## config.mk

```make
export PLATFORM = sky130hd
export DESIGN_NAME = acu_pwl_coef_pipe
export DESIGN_NICKNAME = d
export VERILOG_FILES = /design/src/rtl/acu_pwl_coef_pipe.sv
export SDC_FILE = /design/constraint.sdc
export NUM_CORES = 1
export LEC_CHECK = 0
export CAP_MARGIN = 20
export CORE_MARGIN = 2
export CORE_UTILIZATION = 31
export DETAILED_ROUTE_END_ITERATION = 10
export HOLD_SLACK_MARGIN = 0.02
export PLACE_DENSITY_LB_ADDON = 0.1
export SETUP_SLACK_MARGIN = 0.4
export SLEW_MARGIN = 20
export SYNTH_ARGS = -nofsm -noshare
export SYNTH_HDL_FRONTEND = slang
export SYNTH_SLANG_ARGS = --single-unit
```

## constraint.sdc

```tcl
create_clock -name clk -period 3.6 [get_ports clk]
set_input_delay 0.72 -clock clk [delete_from_list [all_inputs] [get_ports clk]]
set_output_delay 0.72 -clock clk [all_outputs]
set_load 0.02 [all_outputs]
```

## src/rtl/acu_pwl_coef_pipe.sv

```systemverilog
// acu_pwl_coef_pipe: pipelined multi-lane piecewise-linear activation coefficient unit.
// Each lane's sample is mapped to a knot index. Slope and offset are read from runtime-loadable
// tables shared by all lanes. The slope table is mirrored around the midpoint.
// Optional feature macro: ACU_MAC_EN. When it is defined, the design adds a third stage that
// computes y = sat((x*slope >>> FRAC_SH) + offset) and drives it on out_act.
module acu_pwl_coef_pipe #(
  parameter int DATA_W   = 8,
  parameter int COEF_W   = 8,
  parameter int SEG_BITS = 4,
  parameter int NCH      = 4
`ifdef ACU_MAC_EN
  ,
  parameter int FRAC_SH  = 6
`endif
) (
  input  logic                  clk,
  input  logic                  rst_n,
  input  logic                  in_valid,
  output logic                  in_ready,
  input  logic                  in_mode,
  input  logic [NCH*DATA_W-1:0] in_data,
  output logic                  out_valid,
  input  logic                  out_ready,
  output logic [NCH*COEF_W-1:0] out_slope,
  output logic [NCH*COEF_W-1:0] out_offset,
`ifdef ACU_MAC_EN
  output logic [NCH*DATA_W-1:0] out_act,
`endif
  input  logic                  cfg_we,
  input  logic                  cfg_sel,
  input  logic [SEG_BITS-1:0]   cfg_addr,
  input  logic [COEF_W-1:0]     cfg_wdata
);
  localparam int NSLOPE = 1 << (SEG_BITS - 1);
  localparam int NOFFS  = 1 << SEG_BITS;

  logic [COEF_W-1:0]     slope_tab  [NSLOPE];
  logic [COEF_W-1:0]     offset_tab [NOFFS];

  logic                  s1_valid;
  logic                  s1_mode;
  logic [NCH*DATA_W-1:0] s1_data;
  logic                  s2_valid;
  logic [NCH*COEF_W-1:0] s2_slope;
  logic [NCH*COEF_W-1:0] s2_offset;
  logic [NCH*COEF_W-1:0] slope_rd;
  logic [NCH*COEF_W-1:0] offset_rd;
  logic                  s1_adv;
  logic                  s2_adv;

  // A stage may take a new beat when it is empty or when its contents move on downstream.
`ifdef ACU_MAC_EN
  logic                  s3_valid;
  logic                  s3_adv;
  logic [NCH*DATA_W-1:0] s2_data;
  logic [NCH*DATA_W-1:0] act_calc;

  assign s3_adv    = !s3_valid || out_ready;
  assign s2_adv    = !s2_valid || s3_adv;
  assign out_valid = s3_valid;
`else
  assign s2_adv     = !s2_valid || out_ready;
  assign out_valid  = s2_valid;
  assign out_slope  = s2_slope;
  assign out_offset = s2_offset;
`endif
  assign s1_adv   = !s1_valid || s2_adv;
  assign in_ready = s1_adv;

  // Coefficient tables: cleared by reset. A write lands at the edge, so same-cycle reads see old data.
  always_ff @(posedge clk) begin
    if (!rst_n) begin
      for (int i = 0; i < NSLOPE; i++) slope_tab[i] <= '0;
      for (int i = 0; i < NOFFS; i++)  offset_tab[i] <= '0;
    end else if (cfg_we) begin
      if (cfg_sel) offset_tab[cfg_addr] <= cfg_wdata;
      else         slope_tab[cfg_addr[SEG_BITS-2:0]] <= cfg_wdata;
    end
  end

  // S1: capture the accepted beat (samples and knot mode).
  always_ff @(posedge clk) begin
    if (!rst_n) begin
      s1_valid <= 1'b0;
      s1_mode  <= 1'b0;
      s1_data  <= '0;
    end else if (s1_adv) begin
      s1_valid <= in_valid;
      if (in_valid) begin
        s1_mode <= in_mode;
        s1_data <= in_data;
      end
    end
  end

  // Per-lane knot decode and table lookup, from the S1 registers.
  for (genvar gi = 0; gi < NCH; gi++) begin : g_lane
    logic [DATA_W-1:0]   x;
    logic [SEG_BITS-1:0] knot;
    logic [SEG_BITS-2:0] sidx;

    assign x = s1_data[gi*DATA_W +: DATA_W];

    // Uniform knots use the top bits. Fine knots drop the sign-duplicate bit and saturate out-of-range samples.
    always_comb begin
      knot = x[DATA_W-1 -: SEG_BITS];
      if (s1_mode) begin
        if (x[DATA_W-1] ^ x[DATA_W-2]) knot = {x[DATA_W-1], {(SEG_BITS-1){x[DATA_W-2]}}};
        else                           knot = x[DATA_W-2 -: SEG_BITS];
      end
    end

    assign sidx = knot[SEG_BITS-1] ? ~knot[SEG_BITS-2:0] : knot[SEG_BITS-2:0];
    assign slope_rd[gi*COEF_W +: COEF_W]  = slope_tab[sidx];
    assign offset_rd[gi*COEF_W +: COEF_W] = offset_tab[knot];
  end

  // S2: sample the coefficients once, on the S1->S2 transfer. A stalled beat keeps its values.
  always_ff @(posedge clk) begin
    if (!rst_n) begin
      s2_valid  <= 1'b0;
      s2_slope  <= '0;
      s2_offset <= '0;
    end else if (s2_adv) begin
      s2_valid <= s1_valid;
      if (s1_valid) begin
        s2_slope  <= slope_rd;
        s2_offset <= offset_rd;
      end
    end
  end

`ifdef ACU_MAC_EN
  localparam int PW = DATA_W + COEF_W + 1;
  localparam int YW = PW + 1;

  // S2 also carries the samples forward for the multiply.
  always_ff @(posedge clk) begin
    if (!rst_n)                   s2_data <= '0;
    else if (s2_adv && s1_valid) s2_data <= s1_data;
  end

  for (genvar gi = 0; gi < NCH; gi++) begin : g_mac
    logic        [DATA_W-1:0] x;
    logic        [COEF_W-1:0] sl;
    logic        [COEF_W-1:0] of;
    logic signed [PW-1:0]     prod;
    logic signed [PW-1:0]     prod_sh;
    logic signed [YW-1:0]     y;
    logic        [DATA_W-YW:0] unused_pad;

    assign x  = s2_data[gi*DATA_W +: DATA_W];
    assign sl = s2_slope[gi*COEF_W +: COEF_W];
    assign of = s2_offset[gi*COEF_W +: COEF_W];
    // The slope is treated as unsigned magnitude. The sample and offset are signed.
    assign prod    = PW'($signed(x)) * PW'($signed({1'b0, sl}));
    assign prod_sh = prod >>> FRAC_SH;
    assign y       = YW'(prod_sh) + YW'($signed(of));
    // In range only when every bit above the result sign matches it. Otherwise clamp to the rail.
    assign act_calc[gi*DATA_W +: DATA_W] =
      (&y[YW-1:DATA_W-1] || ~|y[YW-1:DATA_W-1]) ? y[DATA_W-1:0] :
      (y[YW-1] ? {1'b1, {(DATA_W-1){1'b0}}} : {1'b0, {(DATA_W-1){1'b1}}});
  end

  // S3: activation result, with the coefficients delayed alongside it.
  always_ff @(posedge clk) begin
    if (!rst_n) begin
      s3_valid   <= 1'b0;
      out_slope  <= '0;
      out_offset <= '0;
      out_act    <= '0;
    end else if (s3_adv) begin
      s3_valid <= s2_valid;
      if (s2_valid) begin
        out_slope  <= s2_slope;
        out_offset <= s2_offset;
        out_act    <= act_calc;
      end
    end
  end
`endif

endmodule

```

# Word level (Yosys, flattened, before mapping)
# Memories as Yosys holds them, arrays and structs flattened. A register that Yosys moved wholly into a read port is not among the register bits.
# Index checks and enable logic that the tools add are counted.
[totals]
ff_bits = 35
latchBits = 0
ramBits = 192
rom_bits = 0
elab_cells = 57
n_memories = 2
[op_classes]
add_sub_neg = 0
multipliers = 0
n_div = 0
order_cmp = 0
eq_ne = 0
n_shift = 0
muxes = 27
n_bitwise = 8
reduce_logical = 16
[memory_table]
columns = ["memory", "words", "width", "rd", "rd_clocked_by_memory_dff", "write_ports", "line", "rtl"]
rows = [
  ["offset_tab", 16, 8, 4, 4, 16, "38", "logic [COEF_W-1:0] offset_tab [NOFFS];"],
  ["slope_tab", 8, 8, 4, 4, 8, "37", "logic [COEF_W-1:0] slope_tab [NSLOPE];"],
]
[op_table]
columns = ["op", "n"]
rows = [
  ["2-to-1 mux 4 bit", 9],
  ["2-to-1 mux 8 bit", 2],
  ["OR reduction 8 bit", 2],
  ["2-to-1 mux 3 bit", 5],
  ["NOT 3 bit", 4],
  ["2-to-1 mux 1 bit", 11],
  ["logical NOT 1 bit", 10],
  ["AND reduction 2 bit", 2],
  ["bitwise XOR 1 bit", 4],
  ["logical OR 1 bit", 2],
]

# Depth between registers and ports, before layout
[depth]
ltp_word = 6
ltp_mapped = 13
depth_no_buf = 8

# Worst setup path before layout
# Ideal clock, no wire load.
[synth_path]
kind = "reg2reg"
from = "reg s1_data[6]"
to = "reg s2_offset[2], in the netlist out_offset[2], read port of offset_tab"
arrival_time_ns = 2.631
t_required_ns = 3.480
path_slack_ns = 0.849
stages_incl_launch_ff = 11
n_path_buf = 2
path_cell_list = "dfxtp_1 clkbuf_1 inv_1 ha_1 buf_2 mux2i_1 a21oi_1 mux4_1 and2_1 o22ai_1 a21oi_1"
[synth_via]
elab_chain_len = 3
[synth_lines]
columns = ["element", "line", "rtl"]
rows = [
  ["from (decl)", "42", "logic [NCH*DATA_W-1:0] s1_data;"],
  ["from (signal assigned)", "91", "s1_data <= in_data;"],
  ["bitwise XOR 1 bit", "108", "if (x[DATA_W-1] ^ x[DATA_W-2]) knot = {x[DATA_W-1], {(SEG_BITS-1){x[DATA_W-2]}}};"],
  ["2-to-1 mux 4 bit", "108", ""],
  ["2-to-1 mux 4 bit *", "107", "if (s1_mode) begin"],
  ["to (decl)", "45", "logic [NCH*COEF_W-1:0] s2_offset;"],
]
# Every way passes the cells marked *; elsewhere a longest branch is shown, timed or not.
# A chain may end at the register's enable or synchronous reset.

# Worst setup path after layout
[layout_path]
from = "reg s1_data[14]"
to = "reg s2_offset[11], in the netlist out_offset[11], read port of offset_tab"
# The elaborated chain is that of the path after synthesis.

==> results.cfg <==
[logic_synthesis]
yosysTopAreaCell = edfxtp_1
yosysMostFrequentCell = and2_1
synth_area_um2 = 18300
ys.flop_type = edfxtp_1
yosysWarningCount = 0
syn_nets = 1886
synth_common_cells = and2_1 (209), mux2i_1 (196), edfxtp_1 (192), nand2_1 (160), o21ai_0 (114)
synth-edff-count = 192
ys_seq_area_frac = 0.409
synthDistinctLibCells = 75
avgSynthCellArea_um2 = 10.0
postSynth.asyncResetShare = 0
ys_top_cells_by_area = edfxtp_1 (31%), mux2i_1 (11%), dfxtp_1 (9.5%)
synth_seq_cells = 279
synthCells = 1827
yosys.area.top_type_share = 0.314

[placement]
gp_congestion = 0.906
portBuffers = 104
placed_area_um2 = 20400
pre_cts_ws_ps = 349
dp.cells = 2647
hpwl_um = 54000

[pwr]
leakagePower_nw = 7.83
p_clk_frac = 0.386
switchingPower_mw = 3.19
power_mw = 10.1
pwr_density_cell_nw_per_um2 = 465
internal_power_mw = 6.92
combPwrFrac = 0.228
vdd_ir_drop_max_mv = 0.273
swShare = 0.315
seq_power_share = 0.387

[clock_network]
clk_pin_slew_ps = 60
cts-root-buf = clkbuf_16
numCtsBuffers = 37
cts_tree = yes
clockBufferDepth = 3
clkSinkCount = 279
htreeDepth = 2
clock_latency_ps = 570

[cells_and_area]
fin_util = 0.369
final_area_um2 = 21700
layout.nets = 1976
drive_gt1_frac = 0.151
layoutNonFillerInstCount = 2720
syn_to_final_growth_pct = 18.4

[setup_path]
cpPeakStageDelay_ps = 490
crit_chain = inv_1 > ha_1 > mux2i_2 > a21oi_4 > buf_12 > or2_2 > o2111ai_1 > a211oi_1 > a311o_1
critPathCaptureType = register
start_kind = register
critPathMaxFanout = 42
slowest_stage = dfxtp_1
reg2reg_slack_ps = 540
cp.arrival_ps = 3520
crit_required_ps = 4060
worst-setup-path-type = reg2reg

[floorplan]
fp-row-count = 89
ios = 117
dieArea_um2 = 61100
die_h_um = 247
core_um2 = 58800
initial_utilization = 0.312
die_x_um = 247

[sta]
setup_ws_ps = 538
whs_ps = 464
hold_viol = 0
worst_slew_pin_slew_ps = 1080
fin_crit_sh = 0.850
skew_ps = 22.3
fmax_ghz = 0.327
slew_viol_final = 0
rsz0062_at_grt = no
slew_headroom = 0.281
setup_viol = 0
min_period_ps = 3060
tns_ps = 0

[routing]
avgRoutedWirePerCell_um = 28.6
drt_iter0_drc = 1668
vias_per_cell = 5.80
ant_nets = 0
drc = 0
vias = 15775
firstDrtPassIters = 5
wl_um = 77900

[global_routing]
grtUsageTotal = 0.251
grt_pass1_wl_um = 110000
grt_overflow_total = 0
grt_max_degree = 62
antenna_found_initial = 1
grt_pass1_vias = 15216

[job]
cap_viol_max_count = 0

[status]
status = finished clean

[hold_path]
worstHoldPathType = reg2reg
==> power by group through the flow <==
stage	Sequential [mW]	Combinational, mW	Clock, mW
2_1_floorplan	3.89	1.44	0
3_3_place_gp	3.96	2.24	0
3_5_place_dp	3.96	2.25	0
4_1_cts	3.90	2.28	3.97
5_1_grt	3.92	2.44	4.07
6_report	3.91	2.30	3.90
==> final timing paths <==
check                            startpoint        endpoint  depth (start not counted)
worst max-delay path            s1_data[14]  out_offset[11]                          9
worst min-delay path             s1_data[3]      s1_data[3]                          2
worst max register to register  s1_data[14]  out_offset[11]                          9
worst min register to register   s1_data[3]      s1_data[3]                          2
==> layer usage <==
| metal | wire [um] | global-route usage | vias up | share of wire |
|---|---|---|---|---|
| met1 | 34100 | 0.340 | 7849 | 0.44 |
| met2 | 35000 | 0.395 | 710 | 0.45 |
| li1 | - | - | 7052 | - |
| met3 | 5000 | 0.0355 | 164 | 0.064 |
| met5 | 0 | 0 | - | 0 |
| met4 | 3780 | 0.114 | 0 | 0.048 |
==> timing repair <==
action                                  CTS  global route
endpoints found under the setup margin   11            14
hold endpoints to repair                  0             0
buffers inserted                          0             1
hold buffers                              0             0
cloned                                    2             1
resized for setup                         4             6
pin swaps                                 2             1
==> state kept, by name, summed over array words and instances, names as in the netlist <==
name / flops
out_valid: 1
s1_data: 20
offset_tab: 128
out_slope: 32
s1_valid: 1
out_offset: 32
s1_mode: 1
slope_tab: 64
==> worst max-delay path, delay by kind of cell (launching register included) <==
kind	cells	cell delay, ps
AOI/OAI and AO/OA	4	750
adders and majority gates	1	480
buffers and inverters	2	330
DFF	1	490
muxes	1	450
and+or+nand+nor	1	390
==> cell usage in the layout, fill, tap and decap left out, drive strengths merged, types with 46 or more instances in the layout <==
| cell | instances |
|---|---|
| a21oi | 99 |
| clkdlybuf4s50 | 100 |
| nand3 | 68 |
| mux4 | 46 |
| and2 | 212 |
| buf | 99 |
| mux2i | 200 |
| mux2 | 52 |
| edfxtp | 192 |
| dfxtp | 87 |
| o21ai | 117 |
| nor2 | 88 |
| nand2 | 163 |
| clkbuf | 55 |
==> cells by family after synthesis <==
kind of cell / synth area share
flip-flops: 0.409
buffers and inverters: 0.0476
multiplexers: 0.201
AO/OA/AOI/OAI: 0.154
AND/OR/NAND/NOR: 0.176
XOR/XNOR: 0.00668
adder cells (fa/ha/maj): 0.00546
==> final cells by class <==
| type | count | area (um2) |
|---|---|---|
| tap | 773 | 967 |
| clock inverter | 13 | 179 |
| clock buffer | 55 | 1070 |
| fill | 5927 | 37100 |
| timing repair buffer | 199 | 1810 |
| sequential | 279 | 7510 |
| antenna | 1 | 2.50 |
| multi-input combinational | 1379 | 10100 |
| inverter | 21 | 78.8 |
Power figures use the tool's default switching activity.
